File: src/rtl/axi_pkg.sv
// Shared AXI definitions for the SRAM slave: response codes and
// the transaction FSM state encoding.
package axi_pkg;

  localparam logic [1:0] RESP_OKAY   = 2'b00;
  localparam logic [1:0] RESP_SLVERR = 2'b10;
  localparam logic [1:0] RESP_DECERR = 2'b11;

  typedef enum logic [2:0] {
    IDLE,
    RD_REQ,
    RD_RESP,
    WR_DATA,
    WR_RESP
  } state_e;

  typedef struct packed {
    logic [3:0] id;
    logic [1:0] resp;
    logic       last;
    logic [31:0] data;
  } rbeat_t;

  typedef struct packed {
    logic [3:0] id;
    logic [1:0] resp;
  } bresp_t;

endpackage

File: src/rtl/axi_sram_slave.sv
// AXI4 slave bridging one transaction at a time onto an external SRAM.
// Ports: clk, resetn (async, active low); AR/R, AW/W/B AXI channels
// (4-bit ids, 32-bit data, len[3:0] used); sram_en/we/addr/wdata out,
// sram_rdata in (one-cycle read latency).
// Build option: define AXI_SLAVE_BURST_EN for INCR bursts of 1..16 beats;
// otherwise any len != 0 is answered with SLVERR and no SRAM access.
module axi_sram_slave
  import axi_pkg::*;
#(
  parameter int ADDR_W = 16
) (
  input  logic              clk,
  input  logic              resetn,
  input  logic [3:0]        arid,
  input  logic [31:0]       araddr,
  input  logic [7:0]        arlen,
  input  logic              arvalid,
  output logic              arready,
  output logic [3:0]        rid,
  output logic [31:0]       rdata,
  output logic [1:0]        rresp,
  output logic              rlast,
  output logic              rvalid,
  input  logic              rready,
  input  logic [3:0]        awid,
  input  logic [31:0]       awaddr,
  input  logic [7:0]        awlen,
  input  logic              awvalid,
  output logic              awready,
  input  logic [31:0]       wdata,
  input  logic [3:0]        wstrb,
  input  logic              wlast,
  input  logic              wvalid,
  output logic              wready,
  output logic [3:0]        bid,
  output logic [1:0]        bresp,
  output logic              bvalid,
  input  logic              bready,
  output logic              sram_en,
  output logic [3:0]        sram_we,
  output logic [ADDR_W-1:0] sram_addr,
  output logic [31:0]       sram_wdata,
  input  logic [31:0]       sram_rdata
);

  state_e      state_q, state_d;
  logic        prio_q, prio_d;
  logic [3:0]  id_q, id_d;
  logic [31:0] addr_q, addr_d;
  logic [3:0]  len_q, len_d;
  logic [3:0]  beat_q, beat_d;
  logic [31:0] rdata_q, rdata_d;
  logic [1:0]  rresp_q, rresp_d;
  logic [1:0]  bresp_q, bresp_d;
  logic        fresh_q, fresh_d;

  logic        len_err;
  logic        dec_err;
  logic [1:0]  beat_resp;
  logic        beat_ok;
  logic        unused;

  assign unused = ^{arlen[7:4], awlen[7:4]};

`ifdef AXI_SLAVE_BURST_EN
  assign len_err = 1'b0;
`else
  assign len_err = (len_q != 4'd0);
`endif

  assign dec_err   = |addr_q[31:ADDR_W+2];
  assign beat_resp = dec_err ? RESP_DECERR :
                     len_err ? RESP_SLVERR : RESP_OKAY;
  assign beat_ok   = (beat_resp == RESP_OKAY);

  assign rid       = id_q;
  assign bid       = id_q;
  assign rresp     = rresp_q;
  assign bresp     = bresp_q;
  assign sram_addr = addr_q[ADDR_W+1:2];
  assign rlast     = (state_q == RD_RESP) && (beat_q == len_q);

  // First response cycle forwards the SRAM output; it is captured
  // into rdata_q and held from then on while the master stalls.
  assign rdata = (state_q == RD_RESP && fresh_q) ? sram_rdata : rdata_q;

  always_comb begin
    state_d    = state_q;
    prio_d     = prio_q;
    id_d       = id_q;
    addr_d     = addr_q;
    len_d      = len_q;
    beat_d     = beat_q;
    rdata_d    = rdata_q;
    rresp_d    = rresp_q;
    bresp_d    = bresp_q;
    fresh_d    = fresh_q;
    arready    = 1'b0;
    awready    = 1'b0;
    wready     = 1'b0;
    rvalid     = 1'b0;
    bvalid     = 1'b0;
    sram_en    = 1'b0;
    sram_we    = 4'b0;
    sram_wdata = 32'b0;
    unique case (state_q)
      IDLE: begin
        arready = resetn && arvalid && (!awvalid || prio_q);
        awready = resetn && awvalid && (!arvalid || !prio_q);
        if (arvalid && awvalid) prio_d = !prio_q;
        if (arready) begin
          id_d    = arid;
          addr_d  = araddr;
          len_d   = arlen[3:0];
          beat_d  = 4'd0;
          state_d = RD_REQ;
        end else if (awready) begin
          id_d    = awid;
          addr_d  = awaddr;
          len_d   = awlen[3:0];
          beat_d  = 4'd0;
          bresp_d = RESP_OKAY;
          state_d = WR_DATA;
        end
      end
      RD_REQ: begin
        sram_en = beat_ok;
        rresp_d = beat_resp;
        fresh_d = beat_ok;
        rdata_d = 32'b0;
        state_d = RD_RESP;
      end
      RD_RESP: begin
        rvalid = 1'b1;
        if (fresh_q) begin
          rdata_d = sram_rdata;
          fresh_d = 1'b0;
        end
        if (rready) begin
          if (rlast) begin
            state_d = IDLE;
          end else begin
            beat_d  = beat_q + 4'd1;
            addr_d  = addr_q + 32'd4;
            state_d = RD_REQ;
          end
        end
      end
      WR_DATA: begin
        wready = 1'b1;
        if (wvalid) begin
          sram_en    = beat_ok;
          sram_we    = beat_ok ? wstrb : 4'b0;
          sram_wdata = wdata;
          addr_d     = addr_q + 32'd4;
          // Codes order as OKAY < SLVERR < DECERR: keep the worst.
          if (beat_resp > bresp_q) bresp_d = beat_resp;
          if (wlast) state_d = WR_RESP;
        end
      end
      WR_RESP: begin
        bvalid = 1'b1;
        if (bready) state_d = IDLE;
      end
      default: state_d = IDLE;
    endcase
  end

  always_ff @(posedge clk or negedge resetn) begin
    if (!resetn) begin
      state_q <= IDLE;
      prio_q  <= 1'b1;
      id_q    <= 4'd0;
      addr_q  <= 32'd0;
      len_q   <= 4'd0;
      beat_q  <= 4'd0;
      rdata_q <= 32'd0;
      rresp_q <= RESP_OKAY;
      bresp_q <= RESP_OKAY;
      fresh_q <= 1'b0;
    end else begin
      state_q <= state_d;
      prio_q  <= prio_d;
      id_q    <= id_d;
      addr_q  <= addr_d;
      len_q   <= len_d;
      beat_q  <= beat_d;
      rdata_q <= rdata_d;
      rresp_q <= rresp_d;
      bresp_q <= bresp_d;
      fresh_q <= fresh_d;
    end
  end

endmodule

File: config.mk
export PLATFORM = sky130hd
export DESIGN_NAME = axi_sram_slave
export DESIGN_NICKNAME = d
export VERILOG_FILES = /design/src/rtl/axi_pkg.sv /design/src/rtl/axi_sram_slave.sv
export SDC_FILE = /design/constraint.sdc
export NUM_CORES = 1
export LEC_CHECK = 0
export CAP_MARGIN = 30
export CORE_MARGIN = 2
export CORE_UTILIZATION = 40
export CTS_CLUSTER_DIAMETER = 60
export CTS_CLUSTER_SIZE = 30
export DETAILED_ROUTE_END_ITERATION = 8
export GPL_ROUTABILITY_DRIVEN = 0
export PLACE_DENSITY = 0.79
export SETUP_SLACK_MARGIN = 0.3
export SLEW_MARGIN = 30
export SYNTH_ARGS = -nofsm -noshare
export SYNTH_HDL_FRONTEND = slang
export SYNTH_SLANG_ARGS = --single-unit
export TNS_END_PERCENT = 20
File: constraint.sdc
create_clock -name clk -period 7.05 [get_ports clk]
set_clock_uncertainty 0.05 [all_clocks]
set_input_delay 1.7625 -clock clk [delete_from_list [all_inputs] [get_ports clk]]
set_output_delay 1.7625 -clock clk [all_outputs]
set_load 0.05 [all_outputs]
==> impl_metrics.py, run 1 <==
metrics = {
    "synthesis": {
        "ys.flop_type": "dfrtp_1",
        "async_flop_share_pct": 100.0,
        "synth-seq-cells": 83,
        "synth-compound-area-share_pct": 21.26,
        "syn_inst": 577,
        "synth.avg_cell_area_um2": 9.444,
        "syn_area_um2": 5449,
        "synthesis.nets": 745,
        "synthDistinctLibCells": 64,
        "yosysSeqAreaShare_pct": 38.14,
        "synth_adder_area_share_pct": 0.9185,
        "synthMuxAreaShare_pct": 12.49,
        "synth_edf_count": 0,
        "synthSimpleGateAreaFrac_pct": 18.60,
        "synth-xor-area-share_pct": 0.9644,
        "synth_top_family_by_area": "compound AO/OA/AOI/OAI gates",
        "yosysWarnings": 0,
    },
    "timing": {
        "final.period_utilization_pct": 84.43,
        "tightest_slew_ns": 0.9106,
        "layout_min_cycle_time_ns": 5.952,
        "totalNegativeSetupSlack_ns": 0,
        "clock.fmax_mhz": 168.0,
        "slew_viol_final": 0,
        "timing.final.ws_setup_ns": 1.098,
        "hold_viol": 0,
        "slew_headroom_pct": 39.07,
        "setup_viol": 0,
        "rsz0062_at_grt": "no",
    },
    "worst_hold_path": {
        "min_to": "rresp[1]$_DFFE_PN0P_",
        "holdCritStartpoint": "rresp[1]$_DFFE_PN0P_",
        "hold_path_class": "register to register",
        "whs_path_depth": 1,
    },
    "global_routing": {
        "grt_pass1_vias": 5715,
        "grt-ovfl-total": 0,
        "grt_max_degree": 46,
        "antenna_found_initial": 0,
        "grt_usage_pct": 23.40,
        "grt_pass1_wl_mm": 27.59,
    },
    "worst_setup_path": {
        "slowest_stage": "clkdlybuf4s50_1",
        "slowest_delay_ns": 0.81,
        "cp_top_family": "buffers and inverters",
        "endpoint_kind": "output pin",
        "start_kind": "input pin",
        "crit_chain": "clkdlybuf4s50_1 > buf_4 > nand2_4 > nor2_1 > and2_1 > clkdlybuf4s50_1",
        "crit_buf_inv": 3,
        "reg2reg_depth": 6,
        "crit_type": "input pin to output pin",
        "cp.depth": 6,
        "crit_top_cell": "clkdlybuf4s50_1",
        "cp_max_fo": 36,
        "arrival_ns": 4.14,
        "reg2reg_from": "state_q[2]$_DFFE_PN0P_",
        "r2r_end": "addr_q[3]$_DFFE_PN0P_",
        "crit_required_ns": 5.24,
        "startpoint": "wvalid",
        "ff2ff_setup_slack_ns": 4.03,
    },
    "clocking": {
        "cts_made_buffers": 9,
        "cts_setup_buffers": 0,
        "cts_tree": "yes",
        "insertion_delay_ns": 0.33,
        "htreeDepth": 3,
        "cts_buffer_depth": 2,
        "postCtsHoldBufs": 0,
        "clkTransAtPathRegs_ns": 0.06,
        "cts.sinks": 83,
        "post_cts_resized": 0,
        "cts-root-buf": "clkbuf_16",
    },
    "power": {
        "p_comb_share_pct": 54.5,
        "ir_worst_vdd_uv": 131.2,
        "clkPwrFrac_pct": 17.2,
        "power_density_nw_per_um2": 339.1,
        "netSwitchingFraction_pct": 47.73,
        "switchingPower_mw": 1.330,
        "p_seq_share_pct": 28.3,
        "p_leak_nw": 3.521,
        "internal_power_mw": 1.457,
    },
    "finish": {
        "fillerInstances": 1104,
        "final_core_util_pct": 61.80,
        "synthToLayoutAreaGrowth_pct": 50.79,
        "diodes": 0,
        "fin_cells": 967,
        "nets": 954,
        "drive_gt1_share_pct": 11.76,
    },
    "detailed_routing": {
        "routed_wl_mm": 17.18,
        "detail_route.wl_per_cell_um": 17.77,
        "vias": 5426,
        "drc": 0,
        "first_iter_violations": 406,
        "ant_nets": 0,
        "firstDrtPassIters": 5,
        "vias_per_cell": 5.611,
    },
    "floorplan": {
        "die_x_um": 120.7,
        "ioPinCount": 267,
        "dieArea_um2": 14570,
        "start_util_pct": 40.98,
        "num_rows": 42,
        "die_h_um": 120.7,
        "core_um2": 13300,
    },
    "place": {
        "port_buffers": 254,
        "dp_slack_ns": 1.107,
        "place_hpwl_mm": 12.44,
        "dp.cells": 951,
    },
    "flow_run": {
        "maxCapViolations": 0,
    },
    "run_status": {
        "run_status": "complete, no violations",
    },
}
-- synthesized netlist by cell type, drive strengths merged (2+ instances only) --
cell / number / area [um2]
mux2: 48 / 540.5
a41oi: 2 / 17.52
o21ai: 22 / 113.9
mux2i: 14 / 140.1
a31oi: 14 / 87.58
a21oi: 29 / 145.1
buf: 40 / 250.2
dfrtp: 82 / 2052
nand2: 51 / 201.5
a211oi: 3 / 27.52
o22ai: 9 / 56.30
or2: 2 / 12.52
inv: 12 / 45.04
o32ai: 2 / 17.52
nand4: 10 / 105.1
nand2b: 2 / 12.51
nand3: 13 / 70.07
nor2b: 4 / 25.02
a22o: 16 / 140.1
and3: 41 / 256.5
ha: 4 / 50.05
o21a: 21 / 157.7
and4: 3 / 26.28
a2bb2oi: 16 / 140.1
o211ai: 3 / 27.52
xnor2: 5 / 43.79
and2: 7 / 43.79
nor2: 31 / 116.4
nor4: 8 / 86.33
nor3: 6 / 30.03
or3: 2 / 12.51
a22oi: 6 / 45.04
clkbuf: 24 / 120.1
o22a: 10 / 87.58
-- cell families (layout without fill, tap and decap cells) --
logic type      after synthesis  in the layout
compound gates              164            164
xor+xnor                      6              6
fa+ha+maj                     4              4
buf+inv                      76            290
flops                        83             83
mux                          62             62
simple gates                182            182
-- placed cells by master, fill, tap and decap left out, drive strengths merged, types with 16 or more instances in the layout --
| cell | count |
|---|---|
| clkdlybuf4s50 | 253 |
| dfrtp | 82 |
| nand2 | 51 |
| mux2 | 48 |
| and3 | 41 |
| nor2 | 31 |
| a21oi | 29 |
| o21ai | 22 |
| o21a | 21 |
| a22o | 16 |
| a2bb2oi | 16 |
-- sequential cells by signal, summed over array words and instances (netlist names) --
name and flops:
rdata_q 32, addr_q 30, beat_q 4, bid 4
len_q 4, state_q 3, bresp 2, rresp 2
fresh_q 1, prio_q 1
-- how the worst max path moves through the flow --
stage / endpoint / slack (ns)
floorplan: sram_en / 2.11
CTS: sram_we[0] / 1.10
detailed placement: sram_we[0] / 1.11
global placement: sram_we[3] / 1.16
global route: sram_we[0] / 0.94
finish: sram_we[0] / 1.10
-- layout make-up --
type | instances | area, um2 | area share [%]
Timing Repair Buffer | 262 | 2600 | 31.64
Tap cell | 176 | 220.2 | 2.680
Clock inverter | 6 | 65.06 | 0.7918
Sequential cell | 83 | 2078 | 25.29
Inverter | 12 | 45.04 | 0.5482
Clock buffer | 10 | 239.0 | 2.908
Multi-Input combinational cell | 418 | 2969 | 36.14
-- per-layer routing --
layer  global-route usage, %  wire (um)  vias to the layer above
li1                        -          -                     2536
met1                   27.51       6920                     2620
met2                   41.42       8636                      239
met3                   4.858       1196                       31
met4                   9.520        427                        0
met5                       0          0                        -
-- power by group through the flow --
stage | registers [mW] | logic, mW | clock network (mW)
after floorplan | 0.805 | 1.10 | 0
final | 0.788 | 1.52 | 0.480
after global placement | 0.777 | 1.47 | 0
after detailed placement | 0.788 | 1.51 | 0
after CTS | 0.782 | 1.52 | 0.492
after global routing | 0.808 | 1.63 | 0.509
-- per-stage QoR --
stage / hold slack, ns / power [mW] / cell area, um2
2_1_floorplan: 0.4120 / 1.905 / 5449
3_3_place_gp: 0.4264 / 2.251 / 7903
3_5_place_dp: 0.4323 / 2.301 / 7903
4_1_cts: 0.4471 / 2.791 / 8207
5_1_grt: 0.4672 / 2.948 / 8217
6_report: 0.4449 / 2.786 / 8217
Note: power is estimated with default switching activity, not from simulation.
==> inputs of run 2 (changes only) <==
Clock period 7.05 ns to 6 ns, I/O delays scaled along.
==> run 2 against run 1 <==
Compared with the run above:
- die area is the same
- final cell count unchanged
- highest routed layer unchanged
- global-route usage is 0.072 points lower
- sequential power grew 22%
- worst hold slack lost 0.0041 ns
- via count fell by 0.31%
- power rose by 19%
- critical path type unchanged
- core utilization rose by 0.075 points
==> impl_metrics.py, run 2 (synthesis results as in run 1) <==
metrics = {
    "global_routing": {
        "grt_pass1_wl_mm": 27.32,
        "grt_usage_pct": 23.33,
        "antenna_found_initial": 0,
        "grt-ovfl-total": 0,
        "grt_max_degree": 48,
        "grt_pass1_vias": 5529,
    },
    "worst_setup_path": {
        "crit_buf_inv": 2,
        "arrival_ns": 3.60,
        "cp_max_fo": 34,
        "r2r_end": "addr_q[3]$_DFFE_PN0P_",
        "crit_chain": "clkdlybuf4s50_1 > nor2_1 > nor3_1 > clkdlybuf4s50_1",
        "slowest_delay_ns": 1.00,
        "crit_required_ns": 4.45,
        "start_kind": "input pin",
        "endpoint_kind": "output pin",
        "slowest_stage": "clkdlybuf4s50_1",
        "reg2reg_depth": 7,
        "ff2ff_setup_slack_ns": 2.83,
        "crit_top_cell": "clkdlybuf4s50_1",
        "cp_top_family": "buffers and inverters",
        "crit_type": "input pin to output pin",
        "reg2reg_from": "state_q[2]$_DFFE_PN0P_",
    },
    "floorplan": {
        "die_x_um": 120.7,
        "num_rows": 42,
        "dieArea_um2": 14570,
        "start_util_pct": 40.98,
        "die_h_um": 120.7,
        "core_um2": 13300,
        "ioPinCount": 267,
    },
    "finish": {
        "top_regs": "rdata_q: 32 flops, addr_q: 30 flops",
        "synthToLayoutAreaGrowth_pct": 50.98,
        "fin_cells": 967,
        "drive_gt1_share_pct": 12.14,
        "nets": 954,
        "diodes": 0,
        "largest_reg_flops": 32,
        "layout_commonest_cell": "clkdlybuf4s50_1",
        "regMostFlops": "rdata_q",
        "final_cell_mix": "clkdlybuf4s50_1, dfrtp_1, nand2_1, mux2_2, and3_1",
    },
    "clocking": {
        "cts_made_buffers": 9,
        "cts_buffer_depth": 2,
        "cts.sinks": 83,
        "insertion_delay_ns": 0.34,
        "htreeDepth": 3,
        "postCtsHoldBufs": 0,
        "cts_tree": "yes",
        "post_cts_resized": 0,
        "clkTransAtPathRegs_ns": 0.06,
        "cts-root-buf": "clkbuf_16",
        "cts_setup_buffers": 0,
    },
    "detailed_routing": {
        "vias_per_cell": 5.594,
        "drc": 0,
        "first_iter_violations": 566,
        "detail_route.wl_per_cell_um": 17.52,
        "firstDrtPassIters": 6,
        "vias": 5409,
        "routed_wl_mm": 16.94,
        "ant_nets": 0,
    },
    "timing": {
        "slew_headroom_pct": 38.27,
        "timing.final.ws_setup_ns": 0.8453,
        "totalNegativeSetupSlack_ns": 0,
        "clock.fmax_mhz": 194.0,
        "final.period_utilization_pct": 85.91,
        "layout_min_cycle_time_ns": 5.155,
        "rsz0062_at_grt": "no",
        "slew_viol_final": 0,
        "hold_viol": 0,
        "setup_viol": 0,
        "tightest_slew_ns": 0.9259,
        "holdWs_ns": 0.4407,
    },
    "worst_hold_path": {
        "min_to": "rresp[1]$_DFFE_PN0P_",
        "hold_path_class": "register to register",
        "holdCritStartpoint": "rresp[1]$_DFFE_PN0P_",
        "whs_path_depth": 1,
    },
    "power": {
        "ir_worst_vdd_uv": 189.4,
        "p_total_mw": 3.316,
        "power_density_nw_per_um2": 403.1,
        "p_leak_nw": 3.539,
    },
    "flow_run": {
        "maxCapViolations": 0,
    },
    "place": {
        "port_buffers": 254,
        "dp.cells": 951,
        "place_hpwl_mm": 12.32,
        "dp_slack_ns": 0.8498,
    },
    "run_status": {
        "run_status": "complete, no violations",
    },
}
[run 2: cell types whose count changed in the layout (fill, tap and decap cells not counted), sizes merged]
cell / before / now
clkbuf: 10 / 12
buf: 9 / 13
clkdlybuf4s50: 253 / 249
bufinv: 1 / 2
clkinv: 4 / 1
[run 2: worst max-delay path by stage]
stage	from	end	depth (start not counted)
2_1_floorplan	wvalid	sram_en	3
3_3_place_gp	wvalid	sram_en	4
3_5_place_dp	wvalid	sram_wdata[1]	3
4_1_cts	wvalid	sram_en	4
5_1_grt	wvalid	sram_en	4
6_report	wvalid	sram_en	4
[run 2: report_power, final]
part           internal (mW)  total, mW  switching, mW
Clock                  0.387      0.615          0.228
Sequential             0.715      0.958          0.243
Combinational          0.659       1.74           1.08
Total                   1.76       3.32           1.55
[run 2: per-stage QoR]
stage               area, um2  util [%]
global route             8227     61.88
CTS                      8223     61.85
detailed placement       7894     59.37
global placement         7893     59.36
finish                   8227     61.88
floorplan                5449         -
[run 2: per-layer routing]
layer	vias to the layer above	GRT usage, %	wire length [um]
li1	2551	-	-
met1	2612	28.87	6873
met2	220	40.47	8703
met3	26	4.387	1033
met4	0	8.430	330
met5	-	0	0
[run 2: final cells by class]
cell class	instances	area, um2
inverters	12	45.04
flip-flops and latches	83	2079
repair buffers	262	2590
well taps	176	220.2
clock inverters	4	72.57
multi-input cells	418	2963
clock buffers	12	256.5
fillers	1111	5069
[run 2: worst reg2reg max path, cell delays in order (launching register included)]
cell and delay [ns]:
dfrtp_1 0.46, nand2b_1 0.59, or2_1 0.46, inv_2 0.36, nand2_4 0.08, buf_4 0.27, nand2_2 0.39, mux2_2 0.39
